## config.mk

```make
export PLATFORM = sky130hd
export DESIGN_NAME = wptr_full_prog_flat
export DESIGN_NICKNAME = d
export VERILOG_FILES = /design/src/rtl/fifo_pkg.sv /design/src/rtl/wptr_full_prog_if.sv /design/src/rtl/gray2bin_conv.sv /design/src/rtl/wptr_full_prog.sv /design/src/flat_wrapper.sv
export SDC_FILE = /design/constraint.sdc
export NUM_CORES = 1
export LEC_CHECK = 0
export ABC_AREA = 0
export CAP_MARGIN = 25
export CORE_MARGIN = 2
export CORE_UTILIZATION = 51
export DETAILED_ROUTE_END_ITERATION = 10
export PLACE_DENSITY = 0.87
export SYNTH_ARGS = -nofsm -noshare
export SYNTH_HDL_FRONTEND = slang
export SYNTH_HIERARCHICAL = 1
export SYNTH_SLANG_ARGS = --single-unit
```

## constraint.sdc

```tcl
create_clock -name wclk -period 6.6 [get_ports wclk]
set_clock_uncertainty 0.15 [all_clocks]
set_input_delay 1.32 -clock wclk [delete_from_list [all_inputs] [get_ports wclk]]
set_output_delay 1.32 -clock wclk [all_outputs]
set_load 0.05 [all_outputs]
```

## src/rtl/fifo_pkg.sv

```systemverilog
// Shared async-FIFO helpers: depth derivation and Gray/binary conversion.
// Functions work on 32-bit vectors; callers cast down to their pointer width.
package fifo_pkg;

   function automatic int unsigned depth_of(int unsigned asize);
      return 32'd1 << asize;
   endfunction

   // Bits above the caller's width are zero, so a full-width prefix XOR is exact.
   function automatic logic [31:0] gray2bin(logic [31:0] gray);
      logic [31:0] bin;
      bin = '0;
      for (int i = 0; i < 32; i++) begin
         bin[i] = ^(gray >> i);
      end
      return bin;
   endfunction

   function automatic logic [31:0] bin2gray(logic [31:0] bin);
      return bin ^ (bin >> 1);
   endfunction

endpackage

```

## src/rtl/wptr_full_prog_if.sv

```systemverilog
// Write-side FIFO control bundle: requests/config in, pointers and flags out.
interface wptr_full_prog_if #(
   parameter int unsigned ASIZE = 5
) ();

   logic             winc;
   logic [ASIZE:0]   wq2_rptr;
   logic [ASIZE:0]   waf_thresh;
   logic             waf_thresh_vld;
   logic             wovf_clr;
   logic [ASIZE-1:0] waddr;
   logic [ASIZE:0]   wptr;
   logic             wack;
   logic             wfull;
   logic             walmostfull;
   logic [ASIZE:0]   wlevel;
   logic [ASIZE:0]   wfree;
   logic             woverflow;

   modport master (
      output winc, wq2_rptr, waf_thresh, waf_thresh_vld, wovf_clr,
      input  waddr, wptr, wack, wfull, walmostfull, wlevel, wfree, woverflow
   );

   modport slave (
      input  winc, wq2_rptr, waf_thresh, waf_thresh_vld, wovf_clr,
      output waddr, wptr, wack, wfull, walmostfull, wlevel, wfree, woverflow
   );

endinterface

```

## src/rtl/gray2bin_conv.sv

```systemverilog
// Gray-to-binary converter with an optional output register (shared by wptr/rptr blocks).
module gray2bin_conv
   import fifo_pkg::*;
#(
   parameter int unsigned WIDTH = 6,
   parameter bit          REG   = 1'b0
) (
   input  logic             clk,
   input  logic             rst,
   input  logic [WIDTH-1:0] gray,
   output logic [WIDTH-1:0] bin
);

   logic [WIDTH-1:0] bin_comb;

   assign bin_comb = WIDTH'(gray2bin(32'(gray)));

   if (REG) begin : g_reg
      logic [WIDTH-1:0] bin_q;

      always_ff @(posedge clk or posedge rst) begin
         if (rst) begin
            bin_q <= '0;
         end else begin
            bin_q <= bin_comb;
         end
      end

      assign bin = bin_q;
   end else begin : g_comb
      logic unused_clk_rst;
      assign unused_clk_rst = clk ^ rst;
      assign bin = bin_comb;
   end

endmodule

```

## src/rtl/wptr_full_prog.sv

```systemverilog
// Async-FIFO write pointer / full controller with programmable almost-full,
// fill-level/free-space outputs and sticky overflow.
module wptr_full_prog
   import fifo_pkg::*;
#(
   parameter int unsigned ASIZE      = 5,
   parameter int unsigned AF_DEFAULT = 4,
   parameter int unsigned RBIN_REG   = 0
) (
   input  logic            wclk,
   input  logic            wrst,
   wptr_full_prog_if.slave wif
);

   localparam int unsigned    PW      = ASIZE + 1;
   localparam int unsigned    DEPTH   = depth_of(ASIZE);
   localparam logic [ASIZE:0] DEPTH_W = PW'(DEPTH);
   localparam logic [ASIZE:0] AF_W    = PW'(AF_DEFAULT);

   logic [ASIZE:0] wbin_q, wptr_q, wlevel_q, wfree_q, thr_q;
   logic           wfull_q, waf_q, wovf_q;

   logic [ASIZE:0] wbinnext, wgraynext, rbin, levnext, freenext, thr_d;
   logic           wack, wfull_d, waf_d, wovf_d;

   gray2bin_conv #(
      .WIDTH (PW),
      .REG   (RBIN_REG != 0)
   ) u_rptr_conv (
      .clk  (wclk),
      .rst  (wrst),
      .gray (wif.wq2_rptr),
      .bin  (rbin)
   );

   // Modular subtraction keeps the level correct across pointer wrap.
   always_comb begin
      wack      = wif.winc & ~wfull_q;
      wbinnext  = wbin_q + {{ASIZE{1'b0}}, wack};
      wgraynext = PW'(bin2gray(32'(wbinnext)));
      levnext   = wbinnext - rbin;
      freenext  = DEPTH_W - levnext;
      wfull_d   = (levnext == DEPTH_W);
      waf_d     = (freenext <= thr_q);
      thr_d     = wif.waf_thresh_vld ? wif.waf_thresh : thr_q;
      wovf_d    = (wif.winc & wfull_q) | (wovf_q & ~wif.wovf_clr);
   end

   always_ff @(posedge wclk or posedge wrst) begin
      if (wrst) begin
         wbin_q   <= '0;
         wptr_q   <= '0;
         wfull_q  <= 1'b0;
         waf_q    <= 1'b0;
         wlevel_q <= '0;
         wfree_q  <= DEPTH_W;
         wovf_q   <= 1'b0;
         thr_q    <= AF_W;
      end else begin
         wbin_q   <= wbinnext;
         wptr_q   <= wgraynext;
         wfull_q  <= wfull_d;
         waf_q    <= waf_d;
         wlevel_q <= levnext;
         wfree_q  <= freenext;
         wovf_q   <= wovf_d;
         thr_q    <= thr_d;
      end
   end

   assign wif.waddr       = wbin_q[ASIZE-1:0];
   assign wif.wptr        = wptr_q;
   assign wif.wack        = wack;
   assign wif.wfull       = wfull_q;
   assign wif.walmostfull = waf_q;
   assign wif.wlevel      = wlevel_q;
   assign wif.wfree       = wfree_q;
   assign wif.woverflow   = wovf_q;

   // The level-based full must agree with the classic Gray-pointer compare.
   if (ASIZE >= 2 && RBIN_REG == 0) begin : g_full_chk
      full_matches_gray : assert property (@(posedge wclk) disable iff (wrst)
         wfull_d == (wgraynext == {~wif.wq2_rptr[ASIZE:ASIZE-1], wif.wq2_rptr[ASIZE-2:0]}));
   end

endmodule
```

## src/flat_wrapper.sv

```systemverilog
// flat-port wrapper written by rule: the top's interface ports become plain ports
module wptr_full_prog_flat import fifo_pkg::*;
#(
   parameter int unsigned ASIZE      = 5,
   parameter int unsigned AF_DEFAULT = 4,
   parameter int unsigned RBIN_REG   = 0
)
  (wclk, wrst, wif_winc, wif_wq2_rptr, wif_waf_thresh, wif_waf_thresh_vld, wif_wovf_clr, wif_waddr, wif_wptr, wif_wack, wif_wfull, wif_walmostfull, wif_wlevel, wif_wfree, wif_woverflow);
  wptr_full_prog_if #(.ASIZE(ASIZE)) wif_i ();
  input  logic wclk;
  input  logic wrst;
  input wire logic [$bits(wif_i.winc)-1:0] wif_winc;
  input wire logic [$bits(wif_i.wq2_rptr)-1:0] wif_wq2_rptr;
  input wire logic [$bits(wif_i.waf_thresh)-1:0] wif_waf_thresh;
  input wire logic [$bits(wif_i.waf_thresh_vld)-1:0] wif_waf_thresh_vld;
  input wire logic [$bits(wif_i.wovf_clr)-1:0] wif_wovf_clr;
  output wire logic [$bits(wif_i.waddr)-1:0] wif_waddr;
  output wire logic [$bits(wif_i.wptr)-1:0] wif_wptr;
  output wire logic [$bits(wif_i.wack)-1:0] wif_wack;
  output wire logic [$bits(wif_i.wfull)-1:0] wif_wfull;
  output wire logic [$bits(wif_i.walmostfull)-1:0] wif_walmostfull;
  output wire logic [$bits(wif_i.wlevel)-1:0] wif_wlevel;
  output wire logic [$bits(wif_i.wfree)-1:0] wif_wfree;
  output wire logic [$bits(wif_i.woverflow)-1:0] wif_woverflow;
  assign wif_i.winc = wif_winc;
  assign wif_i.wq2_rptr = wif_wq2_rptr;
  assign wif_i.waf_thresh = wif_waf_thresh;
  assign wif_i.waf_thresh_vld = wif_waf_thresh_vld;
  assign wif_i.wovf_clr = wif_wovf_clr;
  assign wif_waddr = wif_i.waddr;
  assign wif_wptr = wif_i.wptr;
  assign wif_wack = wif_i.wack;
  assign wif_wfull = wif_i.wfull;
  assign wif_walmostfull = wif_i.walmostfull;
  assign wif_wlevel = wif_i.wlevel;
  assign wif_wfree = wif_i.wfree;
  assign wif_woverflow = wif_i.woverflow;
  wptr_full_prog #(.ASIZE(ASIZE), .AF_DEFAULT(AF_DEFAULT), .RBIN_REG(RBIN_REG)) u_core (.wclk(wclk), .wrst(wrst), .wif(wif_i));
endmodule
```

======== Yosys cells after proc, flatten, opt, wreduce, memory -nomap -nowiden ========
Index checks and enable logic that the tools add are counted.
operators by class
  add/subtract/negate cells ............... 3
  order comparisons ....................... 1
  equality and inequality tests ........... 1
  bitwise operators ....................... 7
  reductions and logical operators ........ 6
operator list
  operator             number
  $reduce_xor 32->1    6
  $add 6x1->6          1
  $eq 6x6->1 const B   1
  $le 6x6->1           1
  $sub 6x6->6          1
  $sub 6x6->6 const A  1
  $xor 6x5->6          1
  $and 1x1->1          3
  $not 1->1            2
  $or 1x1->1           1
storage, ports and cells
  bits in registers ....................... 33
  bits of input ports ..................... 17
  output and inout port bits .............. 27
  logic and storage cells ................. 26

======== Longest topological paths before layout ========
  depth in word-level cells ............... 6
  mapped depth ............................ 16

======== Cells and area by module ========
Netlist, hierarchy kept.
by module, submodules not included
  module          instances  cells an instance  area each (um^2)  seq. area each (um^2)
  wptr_full_prog  1          124                1478.9            778.2
  gray2bin_conv   1          7                  108.9             0.0

======== Worst setup path after synthesis ========
OpenSTA, ideal clock, no wires.
  path type ............................... input to register
  start point ............................. in wif_winc
  end point ............................... reg u_core.waf_q (netlist: u_core/wif.walmostfull)
  data arrival time ....................... 4599 ps
  slack ................................... 1768 ps
  stages on the path ...................... 14
  path buffers ............................ 0
  cells stage by stage .................... nor2b_1 > ha_1 > ha_1 > xor2_1 > ha_1 > o21ai_1 > a2bb2oi_1 > nor3b_1 > xnor2_1 > ha_1 > a21o_1 > a21oi_1 > o21ai_0 > o21ai_0
on the way
  word-level cells in the longest chain between the ends .. 5
RTL lines
  item                          RTL line              source
  start, declared               flat_wrapper.sv:12    input wire logic [$bits(wif_i.winc)-1:0] wif_winc;
  $and 1x1->1                   wptr_full_prog.sv:38  wack = wif.winc & ~wfull_q;
  $add 6x1->6                   wptr_full_prog.sv:39  wbinnext = wbin_q + {{ASIZE{1'b0}}, wack};
  named net u_core.wbinnext[2]  wptr_full_prog.sv:23  logic [ASIZE:0] wbinnext, wgraynext, rbin, levnext, freenext, thr_d;
  $sub 6x6->6                   wptr_full_prog.sv:41  levnext = wbinnext - rbin;
  named net u_core.levnext[3]   wptr_full_prog.sv:23
  $sub 6x6->6                   wptr_full_prog.sv:42  freenext = DEPTH_W - levnext;
  named net u_core.freenext[4]  wptr_full_prog.sv:23
  $le 6x6->1                    wptr_full_prog.sv:44  waf_d = (freenext <= thr_q);
  named net u_core.waf_d        wptr_full_prog.sv:24  logic wack, wfull_d, waf_d, wovf_d;
  end signal, assigned          wptr_full_prog.sv:63  waf_q <= waf_d;
  end, declared                 wptr_full_prog.sv:21  logic wfull_q, waf_q, wovf_q;
The timed path passes the listed nets, and every way through them passes these cells.
A chain may end at the register's enable or synchronous reset.

======== Worst setup path after layout ========
  start point ............................. in wif_wq2_rptr[5]
  end point ............................... reg u_core.waf_q (netlist: u_core/wif.walmostfull)
on the way
  word-level cells in the longest chain between the ends .. 4
  elaborated cells between the ends (all ways) .. 9
  classes of those cells .................. add/sub: 2; order compare: 1; reduce/logical: 6
RTL lines
  item                          RTL line              source
  start, declared               flat_wrapper.sv:13    input wire logic [$bits(wif_i.wq2_rptr)-1:0] wif_wq2_rptr;
  $reduce_xor 32->1             fifo_pkg.sv:14        bin[i] = ^(gray >> i);
  named net u_core.rbin[3]      wptr_full_prog.sv:23
  $sub 6x6->6                   wptr_full_prog.sv:41
  $sub 6x6->6                   wptr_full_prog.sv:42
  named net u_core.freenext[4]  wptr_full_prog.sv:23
  $le 6x6->1                    wptr_full_prog.sv:44
  named net u_core.waf_d        wptr_full_prog.sv:24
The timed path passes the listed nets, and every way through them passes these cells.

==> metrics.yaml <==
synth_nets: 163
grt_overflow: 0
viasPerCell: 5.01
synth-compound-area-share: 0.0709
whs_ns: 0.375
crit_family: "adder cells"
synth_warnings: 6
rsz0062_at_grt: "no"
crit_required_ns: 6.69
clockBufferDepth: 2
worstPathArrival_ns: 5.05
vias: 1062
cts_buffers: 5
synth_cell_types: 32
dieArea_um2: 3580
outcome: "finished clean"
ys_async_sr_fraction: 1.00
nets: 211
cts_sinks: 31
fmax_ghz: 0.202
grt_pass1_vias: 1111
cpMaxStageDelayCell: "clkdlybuf4s50_1"
top_layer: "met4"
drt-wirelength-per-cell_um: 13.9
cp_cell_sequence: "clkdlybuf4s50_1 > xor3_2 > xnor3_1 > ha_1 > inv_1 > fa_1 > inv_1 > ha_1 > nor3b_1 > xnor2_1 > ha_1 > a21o_1 > a21oi_1 > o21ai_0 > o21ai_0"
clk_latency_ns: 0.33
wl_met2_um: 1540
synth_adder_area_share: 0.123
relSlewSlack: 0.646
cts_resized: 0
synth_edf_count: 0
die_w_um: 59.8
wl_met1_um: 1250
finalHoldViolCount: 0
gp_congestion: 0.785
synth_simple_gate_area_frac: 0.0733
htreeDepth: 2
rows: 20
layout_setup_ws_ns: 1.65
syn_inst: 131
ios: 44
cp-end-kind: "register"
die-height_um: 59.8
pre_cts_slack_ns: 1.32
drive_gt1_frac: 0.0950
synthMuxAreaShare: 0.00709
wl_met3_um: 130
hpwl_um: 2430
fin_crit_sh: 0.751
place_area_um2: 2070
postCtsSetupBuffers: 0
setup_viol: 0
tns_ns: 0
r2r-start: "u_core/wif.wfull"
drv_slew: 0
crit_buf_inv: 3
areaGrowthSynthToFinish_pct: 33.1
ant_nets: 0
maxCapViolCount: 0
yosysSeqAreaShare: 0.490
fin_area_um2: 2110
finalWirelength_um: 2950
synth_top_family_by_area: "XOR/XNOR gates"
path_clk_slew_ns: 0.09
firstDrtPassIters: 4
crit_fanout: 4
n_antenna_cell: 0
antenna_found_initial: 0
grt_max_degree: 23
syn_area_per_cell_um2: 12.1
hp-start: "u_core/thr_q[2]"
io_buffer_count: 43
grt_usage: 0.187
layout.cells.most_common: "clkdlybuf4s50_1"
tritoncts: "done"
core_um2: 3000
cpMostUsedCell: "ha_1"
synthFlopType: "dfrtp_1"
dr.first_iter.drc_count: 18
crit_type: "in2reg"
syn_area_um2: 1590
drc: 0
yosys_register_bits: 31
slowest_delay_ns: 0.57
critPathLaunchType: "primary input"
grt_pass1_wl_um: 4820
synth-xor-area-share: 0.179
start_util: 0.529
root_buffer: "clkbuf_4"
critPathLaunch: "wif_wq2_rptr[5]"
cts_hold_repair.buffers: 0
worst_pin_slew_ns: 0.529
layout_common_cells: "clkdlybuf4s50_1, dfrtp_1, inv_1"
hp-class: "reg2reg"
period_minus_slack_ns: 4.95
==> tightest hold or removal path, stage by stage, from the launching register on <==
cell,delay (ns)
dfstp_2,0.37
inv_1,0.06
o21ai_0,0.09
==> through the flow <==
| step | util | instances |
|---|---|---|
| after floorplan | - | 131 |
| after global placement | 0.680 | 204 |
| after detailed placement | 0.689 | 205 |
| after CTS | 0.704 | 212 |
| after global routing | 0.704 | 212 |
| final | 0.704 | 212 |
==> sequential cells by signal, summed over array words and instances, names as in the netlist <==
name,flops
u_core/wif.woverflow,1
u_core/wif.wlevel,5
u_core/wbin_q,6
u_core/wif.wptr,5
u_core/wif.walmostfull,1
u_core/wif.wfree,6
u_core/wif.wfull,1
u_core/thr_q,6
==> cell families after synthesis <==
kind of cell,Yosys count
flops,31
mux,1
buf+inv,22
fa+ha+maj,15
xor+xnor,23
simple gates,20
compound gates,19
==> final cells by class <==
| type | instances | area (µm²) |
|---|---|---|
| Sequential cell | 31 | 778 |
| Clock buffer | 7 | 45.0 |
| Timing Repair Buffer | 44 | 458 |
| Fill cell | 218 | 890 |
| Tap cell | 33 | 41.3 |
| Inverter | 19 | 71.3 |
| Multi-Input combinational cell | 78 | 719 |
==> final timing paths <==
kind | endpoint | slack, ns | cells after the start
max | u_core/wif.walmostfull | 1.65 | 15
min | u_core/thr_q[2] | 0.38 | 2
max reg2reg | u_core/wif.walmostfull | 2.94 | 14
min reg2reg | u_core/thr_q[2] | 0.38 | 2
max in group asynchronous | u_core/wif.wfree[5] | 4.62 | 3
min in group asynchronous | u_core/thr_q[3] | 1.15 | 2
==> layer usage <==
metal	vias up	global-route usage
met5	-	0
met4	0	0.0857
met3	2	0.0498
met2	27	0.314
met1	517	0.223
li1	516	-
==> Yosys cell counts, types with 2 or more instances <==
| cell | number | share of area |
|---|---|---|
| xnor2_1 | 9 | 0.050 |
| nand3_1 | 3 | 0.0095 |
| nor2_1 | 2 | 0.0047 |
| dfstp_2 | 2 | 0.033 |
| dfrtp_1 | 29 | 0.46 |
| buf_4 | 2 | 0.0095 |
| a21oi_1 | 3 | 0.0095 |
| ha_1 | 14 | 0.11 |
| xor2_1 | 8 | 0.044 |
| nand2_1 | 7 | 0.017 |
| o21ai_0 | 9 | 0.028 |
| a21o_1 | 3 | 0.014 |
| nor2b_1 | 2 | 0.0079 |
| nor3_1 | 2 | 0.0063 |
| inv_1 | 19 | 0.045 |
Power is not shown: default switching activity piles up to over one toggle a cycle in this logic, so the estimate is an artifact.
